[config.mk]
export PLATFORM = sky130hd
export DESIGN_NAME = loader_tile_burst
export DESIGN_NICKNAME = d
export VERILOG_FILES = /design/src/rtl/loader_tile_burst.sv
export SDC_FILE = /design/constraint.sdc
export NUM_CORES = 1
export LEC_CHECK = 0
export BUFFER_PORTS_ARGS = -buffer_cell sky130_fd_sc_hd__buf_4
export CAP_MARGIN = 20
export CORE_UTILIZATION = 30
export CTS_BUF_LIST = sky130_fd_sc_hd__clkbuf_8
export CTS_CLUSTER_DIAMETER = 30
export DETAILED_ROUTE_END_ITERATION = 10
export GPL_TIMING_DRIVEN = 0
export HOLD_SLACK_MARGIN = 0.05
export PLACE_DENSITY = 0.58
export SKIP_CTS_REPAIR_TIMING = 1
export SLEW_MARGIN = 20
export SYNTH_ARGS = -nofsm -noshare
export SYNTH_HDL_FRONTEND = slang
export SYNTH_SLANG_ARGS = --single-unit
[constraint.sdc]
create_clock -name CLK -period 2.2 [get_ports CLK]
set_input_delay 0.22 -clock CLK [delete_from_list [all_inputs] [get_ports CLK]]
set_output_delay 0.22 -clock CLK [all_outputs]
set_load 0.02 [all_outputs]
[src/rtl/loader_tile_burst.sv]
// Tile configuration loader: accepts a base address and length, then streams data
// beats to the selected element as registered one-hot write strobes.
//
// state | meaning
// IDLE  | waiting for a selected command
// LOAD  | accepting data beats, one write per accepted beat
// FIN   | last write strobe is out, DONE pulses
module loader_tile_burst #(
  parameter  int ADD_S   = 10,
  parameter  int DATA_S  = 8,
  parameter  int NB_E    = 2,
  parameter  int LEN_S   = 8,
  localparam int ELEM_S  = (NB_E > 1) ? $clog2(NB_E) : 1,
  localparam int LOCAL_S = ADD_S - ELEM_S
) (
  input  logic               CLK,
  input  logic               RESET,
  input  logic               SELECT,
  input  logic               CMD_VALID,
  output logic               CMD_READY,
  input  logic [ADD_S-1:0]   ADDRESS,
  input  logic [LEN_S-1:0]   LENGTH,
  input  logic               DATA_VALID,
  output logic               DATA_READY,
  input  logic [DATA_S-1:0]  DATA_IN,
  output logic [LOCAL_S-1:0] ADDRESS_SB_OR_CLUSTER,
  output logic [NB_E-1:0]    SELECT_SB_OR_CLUSTER,
  output logic [DATA_S-1:0]  DATA_OUT,
  output logic               BUSY,
  output logic               DONE,
  output logic               ERR,
  input  logic               ERR_CLR
);

  typedef enum logic [1:0] {IDLE, LOAD, FIN} state_t;

  localparam logic [ELEM_S:0] NB_E_W = (ELEM_S+1)'(NB_E);

  state_t             state_q, state_d;
  logic [ELEM_S-1:0]  elem_q;
  logic [LOCAL_S-1:0] local_q;
  logic [LEN_S:0]     beats_q;
  logic [NB_E-1:0]    sel_q;
  logic [LOCAL_S-1:0] addr_q;
  logic [DATA_S-1:0]  data_q;
  logic               err_q;

  logic [ELEM_S-1:0]  cmd_elem;
  logic               cmd_take, cmd_bad, cmd_ok;
  logic               beat_take, last_beat, wrap_err;
  logic [NB_E-1:0]    elem_onehot;

  assign cmd_elem  = ADDRESS[ADD_S-1:LOCAL_S];
  assign cmd_take  = (state_q == IDLE) && CMD_VALID && SELECT;
  assign cmd_bad   = cmd_take && ({1'b0, cmd_elem} >= NB_E_W);
  assign cmd_ok    = cmd_take && !cmd_bad;
  assign beat_take = (state_q == LOAD) && DATA_VALID;
  assign last_beat = (beats_q == (LEN_S+1)'(1));
  // Wrapping inside the element is only an error if more beats still follow.
  assign wrap_err  = beat_take && !last_beat && (&local_q);

  always_comb begin
    elem_onehot = '0;
    for (int i = 0; i < NB_E; i++) begin
      elem_onehot[i] = (elem_q == ELEM_S'(i));
    end
  end

  always_ff @(posedge CLK or posedge RESET) begin
    if (RESET) begin
      state_q <= IDLE;
    end else begin
      state_q <= state_d;
    end
  end

  always_comb begin
    state_d    = state_q;
    CMD_READY  = 1'b0;
    DATA_READY = 1'b0;
    BUSY       = 1'b0;
    DONE       = 1'b0;
    case (state_q)
      IDLE: begin
        CMD_READY = 1'b1;
        if (cmd_ok) begin
          state_d = LOAD;
        end
      end
      LOAD: begin
        DATA_READY = 1'b1;
        BUSY       = 1'b1;
        if (beat_take && last_beat) begin
          state_d = FIN;
        end
      end
      FIN: begin
        BUSY    = 1'b1;
        DONE    = 1'b1;
        state_d = IDLE;
      end
      default: state_d = IDLE;
    endcase
  end

  always_ff @(posedge CLK or posedge RESET) begin
    if (RESET) begin
      elem_q  <= '0;
      local_q <= '0;
      beats_q <= '0;
    end else if (cmd_ok) begin
      elem_q  <= cmd_elem;
      local_q <= ADDRESS[LOCAL_S-1:0];
      beats_q <= {1'b0, LENGTH} + (LEN_S+1)'(1);
    end else if (beat_take) begin
      local_q <= local_q + LOCAL_S'(1);
      beats_q <= beats_q - (LEN_S+1)'(1);
    end
  end

  // Write port: strobe for exactly one cycle per beat, address/data hold otherwise.
  always_ff @(posedge CLK or posedge RESET) begin
    if (RESET) begin
      sel_q  <= '0;
      addr_q <= '0;
      data_q <= '0;
    end else begin
      sel_q <= '0;
      if (beat_take) begin
        sel_q  <= elem_onehot;
        addr_q <= local_q;
        data_q <= DATA_IN;
      end
    end
  end

  always_ff @(posedge CLK or posedge RESET) begin
    if (RESET) begin
      err_q <= 1'b0;
    end else if (cmd_bad || wrap_err) begin
      err_q <= 1'b1;
    end else if (ERR_CLR) begin
      err_q <= 1'b0;
    end
  end

  assign SELECT_SB_OR_CLUSTER  = sel_q;
  assign ADDRESS_SB_OR_CLUSTER = addr_q;
  assign DATA_OUT              = data_q;
  assign ERR                   = err_q;

endmodule
---- Word level (Yosys, flattened, before mapping) ----
Cells that the tools add are included.
storage, ports and cells
  output and inout port bits .............. 24
  word-level logic and storage cells ...... 44
  flip-flop bits (word level) ............. 41
operators by class
  equality and inequality tests ........... 5
  reductions and logical operators ........ 13
  $add $sub $neg .......................... 3
  bitwise gates (word level) .............. 1
  muxes and demuxes ....................... 14
operators with widths
  kind                                               number
  two-way mux 9 bit                                  4
  adder 8 x 1 -> 9 bit (second input constant)       1
  adder 9 x 1 -> 9 bit (second input constant)       1
  == test 9 x 1 -> 1 bit (second input constant)     1
  AND reduction 9 bit                                1
  subtractor 9 x 1 -> 9 bit (second input constant)  1
  logical AND 1 bit                                  6
  two-way mux 1 bit                                  6
  two-way mux 2 bit                                  3
  case mux 2 bit (2 select lines)                    1
  nonzero test 2 bit                                 2
  == test 2 x 1 -> 1 bit (second input constant)     1
  == test 2 bit (second input constant)              1
  zero test 2 bit                                    1
  != test 2 x 1 -> 1 bit (second input constant)     1
  != test 2 bit (second input constant)              1
  AND reduction 2 bit                                1
  OR reduction 2 bit                                 1
  zero test 1 bit                                    1
  inverter 1 bit                                     1

---- Logic depth before layout (Yosys ltp) ----
Gate-level depths: netlist (run 1).
  depth in word-level cells ............... 5
  mapped depth ............................ 7
  mapped depth without buffers ............ 7

---- Least setup slack after synthesis (run 1) ----
OpenSTA, ideal clock, no wires.
  kind .................................... flip-flop to flip-flop
  start ................................... reg state_q[1]
  end ..................................... reg local_q[7]
  arrival ................................. 1.580 ns
  period minus slack after synthesis ...... 1.717 ns
  data required time ...................... 2.063 ns
  path slack .............................. 0.483 ns
  cell stages (with the launch flop) ...... 7
  library setup time ...................... 0.137 ns
  buffers on the path ..................... 0
  cell sequence ........................... dfrtp_1 -> inv_1 -> ha_1 -> nand2_2 -> nor4_1 -> xnor2_1 -> a21oi_1
on the way
  longest elaborated chain between the ends .. 4
  elaborated cells between the ends (all ways) .. 7
  classes of those cells .................. 1 x eq/ne; 1 x mux; 5 x reduce/logical
ends and longest elaborated chain
  element                                                         line  source
  start, declared                                                 39    state_t state_q, state_d;
  start signal, assigned                                          73    state_q <= state_d;
  zero test 2 bit                                                 54    assign cmd_take = (state_q == IDLE) && CMD_VALID && SELECT;
  logical AND 1 bit (2 in series)                                 54
  two-way mux 9 bit / nonzero test 2 bit (equally long branches)  -
  end signal, assigned                                            113   local_q <= ADDRESS[LOCAL_S-1:0];
  end signal, assigned                                            116   local_q <= local_q + LOCAL_S'(1);
  end, declared                                                   41    logic [LOCAL_S-1:0] local_q;
Several ways; a longest one is shown, not always the timed one.
A chain may end at the register's enable or synchronous reset.

---- Worst setup path after layout (run 1) ----
  start ................................... reg state_q[1]
  end ..................................... reg data_q[5] (netlist: DATA_OUT[5])
on the way
  longest elaborated chain between the ends .. 2
ends and longest elaborated chain
  element                 line  source
  == test 2 x 1 -> 1 bit  57    assign beat_take = (state_q == LOAD) && DATA_VALID;
  logical AND 1 bit       57
  end signal, assigned    126   data_q <= '0;
  end signal, assigned    132   data_q <= DATA_IN;
  end, declared           45    logic [DATA_S-1:0] data_q;
Every way passes these cells.

==> metrics.yaml, run 1 <==
dr.pass1.iters: 6
cp.depth: 7
endpoint_kind: "register"
n_antenna_cell: 0
grt_pass1_vias: 1662
critPathKind: "register to register"
fin_area_mm2: 0.00272
hold_viol: 0
multi_input_area_um2: 992
switchingPower_mw: 1.36
cp_max_fo: 10
pre_cts_ws_ns: 0.367
antenna_found_initial: 0
final.setup.tns_ns: 0
port_buffers: 55
cpLargestDelayFamily: "buffers and inverters"
grtUsageTotal_pct: 13.7
min-delay-start: "ERR_CLR"
cp-startpoint: "state_q[1]$_DFFE_PP0P_"
fin_crit_ns: 1.81
rows: 29
ios: 56
area_growth_pct: 31.0
synthArstFlopShare_pct: 100
outcome: "finished clean"
clk_pin_slew_ns: 0.08
syn_inst: 223
final_cell_mix: "nand2_1, buf_4, dfrtp_1, nor2_1, a21oi_1"
n_fill_cell: 662
first_iter_violations: 70
synth_cell_types: 35
critical_path.max_stage_delay_ns: 0.40
drv_slew: 0
regArea_mm2: 0.00103
drc: 0
ant_nets: 0
ys_ff_latch: 41
design_power_total_mw: 3.44
max_freq_mhz: 552
critPathRequiredTime_ns: 2.43
p_clk_share_pct: 16.9
synth_nets: 264
p_int_mw: 2.09
crit_chain: "inv_1 -> ha_1 -> and2_1 -> buf_2 -> buf_1 -> nand2_1 -> nand2_1"
overflow: 0
hp-class: "input pin to register"
wl_mm: 4.55
routabilityCongestion: 0.829
timing.hold.ws_ns: 0.0899
nets: 328
grt_max_degree: 27
final_common_cell: "nand2_1"
die_area_mm2: 0.00725
critPathBufInv: 3
ys_seq_area_share_pct: 49.5
combPwrFrac_pct: 42.9
layout-drive-gt1-share_pct: 25.8
cts-buffers-inserted: 5
die_x_um: 85.1
wl_per_cell_um: 12.5
grt_pass1_wl_mm: 7.84
drv_cap: 0
clock_latency_ns: 0.29
endpoint: "DATA_OUT[5]$_DFFE_PP0P_"
yosysWarnings: 0
vias: 1725
synthFlopType: "dfrtp_1"
hpwl_mm: 3.39
htreeDepth: 2
fin_crit_sh_pct: 82.4
critPathSlowestCell: "dfrtp_1"
skew_ns: 0.00683
start_kind: "register"
synthesis.area_mm2: 0.00207
power.leakage_nw: 1.32
setup_viol: 0
reg2reg_setup_slack_ns: 0.39
fin_ws_ns: 0.387
cts_tree: "done"
core_area_mm2: 0.00649
cp_data_arrival_time_ns: 2.04
worst_ir_drop_vdd_uv: 453
start_util_pct: 31.9
timing.rr.start: "state_q[1]$_DFFE_PP0P_"
worst_pin_slew_ns: 0.542
clock_path_buffers: 2
vias_per_cell: 4.74
reg2regPathDepth: 7
synth-edff-count: 0
cts-root-buf: "clkbuf_8"
dpl-instance-area_mm2: 0.00260
r2r_end: "DATA_OUT[5]$_DFFE_PP0P_"
critPathMostFrequentCell: "nand2_1"
cts_sinks: 41
die_h_um: 85.1
rsz0062_at_grt: "false"
power.density_mw_per_mm2: 1270
slew_headroom_pct: 63.8
switching_share_pct: 39.5
avgSynthCellArea_um2: 9.30
p_seq_share_pct: 40.1
## how the worst min path moves through the flow
stage / end / slack (ns) / depth (start not counted)
floorplan: ERR$_DFFE_PP0P_ / 0.30 / 1
CTS: DATA_OUT[2]$_DFFE_PP0P_ / -0.09 / 2
detailed placement: DATA_OUT[2]$_DFFE_PP0P_ / 0.23 / 2
global route: ERR$_DFFE_PP0P_ / 0.1 / 2
global placement: ERR$_DFFE_PP0P_ / 0.39 / 2
finish: ERR$_DFFE_PP0P_ / 0.09 / 2
## flip-flops by register name, summed over array words and instances, names as in the netlist
name	cells
ADDRESS_SB_OR_CLUSTER	9
DATA_OUT	8
ERR	1
SELECT_SB_OR_CLUSTER	2
beats_q	9
elem_q	1
local_q	9
state_q	2
## metrics by stage
stage | utilization, % | cells
2_1_floorplan | - | 223
3_3_place_gp | 39.8 | 355
3_5_place_dp | 40.1 | 356
4_1_cts | 41.7 | 363
5_1_grt | 41.8 | 364
6_report | 41.8 | 364
## worst register-to-register path: stages (launching register included)
cell and delay [ns]:
dfrtp_1 0.40, inv_1 0.10, ha_1 0.30, and2_1 0.18
buf_2 0.22, buf_1 0.39, nand2_1 0.10, nand2_1 0.07
## cell usage after synthesis, types with 3 or more instances
cell / count / share of area [%]
xnor2_1: 12 / 5.1
ha_1: 9 / 5.4
dfrtp_1: 41 / 49
nor3_1: 3 / 0.72
nand3_1: 6 / 1.4
a21oi_1: 13 / 3.1
nor2_1: 16 / 2.9
inv_1: 6 / 1.1
nand2_1: 66 / 12
clkbuf_1: 5 / 0.91
mux2i_1: 3 / 1.4
nand4_1: 5 / 1.5
xor2_1: 9 / 3.8
## area by class of cell
| class | instances | area share (%) |
|---|---|---|
| Timing Repair Buffer | 57 | 16.3 |
| Buffer | 8 | 1.20 |
| Tap cell | 77 | 3.55 |
| Sequential cell | 41 | 37.8 |
| Clock inverter | 2 | 1.29 |
| Multi-Input combinational cell | 168 | 36.5 |
| Clock buffer | 5 | 2.53 |
| Inverter | 6 | 0.829 |
## layer usage
metal  GRT usage, %  wire length (um)  vias up
met5              0                 0        -
met4           2.31                20        0
met3           3.60               251        4
met2           23.2              2270       47
met1           17.9              2010      810
li1               -                 -      864
## logic make-up (layout without fill, tap and decap cells)
group                      after synthesis  in the layout  share of synthesized area (%)
and+or+nand+nor                        110            110                           24.4
AOI/OAI and AO/OA                       22             22                           6.04
buffers and inverters                   14             78                           2.66
adders and majority gates                9              9                           5.43
muxes                                    6              6                           3.08
DFF                                     41             41                           49.5
xor gates and xnor gates                21             21                           8.87
## power by group through the flow
stage	combinational (mW)	clock, mW	sequential, mW
2_1_floorplan	0.803	0	1.54
3_3_place_gp	1.46	0	1.39
3_5_place_dp	1.50	0	1.40
4_1_cts	1.50	0.605	1.39
5_1_grt	1.66	0.637	1.44
6_report	1.48	0.584	1.38
(Power assumes the default switching activity.)
==> run 2: changes to the inputs <==
==> constraint.sdc (replaced) <==
create_clock -name CLK -period 1.7 [get_ports CLK]
set_input_delay 0.17 -clock CLK [delete_from_list [all_inputs] [get_ports CLK]]
set_output_delay 0.17 -clock CLK [all_outputs]
set_load 0.02 [all_outputs]
==> run 2 against run 1 <==
Effect of this change: global-route usage grew 0.34 points; register-to-register slack lost 0.27 ns; die area did not move; highest routed layer unchanged; critical endpoint is now state_q[1]$_DFFE_PP0P_; sequential power rose by 32%.
==> metrics.yaml, run 2 (synthesis gave the netlist of run 1 again) <==
outcome: "finished clean"
power.density_mw_per_mm2: 1590  # +25%
slew_headroom_pct: 65.4  # +1.5 points
overflow: 0  # unchanged
port_buffers: 55  # unchanged
hp-class: "input pin to register"
grt_max_degree: 24  # -11%
critPathRequiredTime_ns: 1.87  # -0.56 ns
endpoint_kind: "register"
hpwl_mm: 3.39  # about the same
start_util_pct: 31.9  # unchanged
cts_sinks: 41  # unchanged
grt_pass1_wl_mm: 7.95  # +1.4%
critPathKind: "register to register"
final_cells: 367  # +0.82%
dr_wl_met3_um: 222  # -12%
clock_path_buffers: 2  # unchanged
worst_ir_drop_vdd_uv: 374  # -17%
vias: 1688  # -2.1%
pre_cts_ws_ns: -0.0936  # -0.461 ns
cp_data_arrival_time_ns: 1.76  # -0.28 ns
cts-root-buf: "clkbuf_8"
htreeDepth: 2  # unchanged
wl_mm: 4.56  # +0.20%
clock_latency_ns: 0.29  # about the same
area_growth_pct: 33.8
max_freq_mhz: 632  # +15%
n_antenna_cell: 0  # unchanged
worst_pin_slew_ns: 0.519  # -0.0233 ns
fin_crit_ns: 1.58  # -0.231 ns
first_iter_violations: 56  # -20%
timing.rr.start: "beats_q[5]$_DFFE_PP0P_"
ios: 56  # unchanged
clk_pin_slew_ns: 0.08  # about the same
reg2regPathDepth: 4  # -3
post-route-util_pct: 42.7  # +0.89 points
placed_cells_incl_taps: 356  # unchanged
vias_per_cell: 4.60  # -2.9%
reg2reg_setup_slack_ns: 0.12  # -0.27 ns
nets: 330  # +0.61%
layout-drive-gt1-share_pct: 29.3  # +3.5 points
rows: 29  # unchanged
wl_per_cell_um: 12.4  # -0.62%
drv_cap: 0  # unchanged
ant_nets: 0  # unchanged
grt_pass1_vias: 1699  # +2.2%
cp_max_fo: 4  # -6
dr.pass1.iters: 4  # -2
wl_met1_mm: 1.95  # -3.2%
core_area_mm2: 0.00649  # unchanged
final_common_cell: "nand2_1"
power.leakage_nw: 1.35  # +2.1%
dr_wl_met2_mm: 2.32  # +2.3%
die_h_um: 85.1  # unchanged
skew_ns: 0.00654  # -0.000289 ns
cts_tree: "done"
drv_slew: 0  # unchanged
final_cell_mix: "nand2_1, buf_4, dfrtp_1, nor2_1, a21oi_1"
cp-startpoint: "beats_q[5]$_DFFE_PP0P_"
hold_path_depth: 3  # +1
fin_ws_ns: 0.118  # -0.269 ns
antenna_found_initial: 0  # unchanged
drc: 0  # unchanged
dr.max_layer_used: "met4"
routabilityCongestion: 0.827  # -0.35%
grtUsageTotal_pct: 14.1  # +0.34 points
fin_crit_sh_pct: 93.1  # +11 points
rsz0062_at_grt: "false"
endpoint: "state_q[1]$_DFFE_PP0P_"
setup_viol: 0  # unchanged
die_x_um: 85.1  # unchanged
cts-buffers-inserted: 5  # unchanged
die_area_mm2: 0.00725  # unchanged
r2r_end: "state_q[1]$_DFFE_PP0P_"
hold_viol: 0  # unchanged
start_kind: "register"
run 2: cell types whose count changed in the layout (fill, tap and decap cells not counted), sizes merged:
cell / delta
inv: +1
clkinv: +1
clkbuf: +2
buf: -1
bufinv: -1
dlygate4sd3: +1
run 2: area by class of cell:
| type | instances | area (um^2) |
|---|---|---|
| Fill cell | 642 | 3720 |
| Multi-Input combinational cell | 168 | 1030 |
| Sequential cell | 41 | 1030 |
| Timing Repair Buffer | 59 | 468 |
| Tap cell | 77 | 96.3 |
| Clock buffer | 5 | 68.8 |
| Buffer | 8 | 43.8 |
| Inverter | 6 | 22.5 |
| Clock inverter | 3 | 13.8 |
run 2: layer usage:
| layer | track usage [%] | vias to the layer above |
|---|---|---|
| li1 | - | 869 |
| met1 | 17.3 | 775 |
| met2 | 24.3 | 35 |
| met3 | 3.79 | 9 |
| met4 | 3.70 | 0 |
| met5 | 0 | - |
run 2: worst min-delay path by stage:
stage,slack (ns),to,startpoint
global placement,0.34,ERR$_DFFE_PP0P_,ERR_CLR
CTS,-0.07,SELECT_SB_OR_CLUSTER[0]$_DFF_PP0_,RESET
detailed placement,0.25,SELECT_SB_OR_CLUSTER[1]$_DFF_PP0_,RESET
global route,0.06,DATA_OUT[0]$_DFFE_PP0P_,DATA_IN[0]
finish,0.06,DATA_OUT[0]$_DFFE_PP0P_,DATA_IN[0]
floorplan,0.25,ERR$_DFFE_PP0P_,ERR_CLR
run 2: metrics by stage:
step                      instance area (um^2)  power [mW]  setup TNS (ns)  hold WS, ns
after floorplan                           2080        3.03               0        0.251
after global placement                    2580        3.70           -2.22        0.345
after detailed placement                  2610        3.74           -1.38        0.251
after CTS                                 2700        4.37           -1.67      -0.0677
after global routing                      2770        4.78               0       0.0627
final                                     2770        4.40               0       0.0587
run 2: critical path: stages, from the launching register on:
cell,delay (ns)
dfrtp_1,0.44
nor4_4,0.32
nand4_1,0.18
a22oi_1,0.18
mux2_1,0.34
run 2: where the power goes:
part           internal, mW  switching, mW
Combinational         0.886           1.08
Clock                 0.279          0.339
Sequential             1.42          0.398
Total                  2.59           1.82
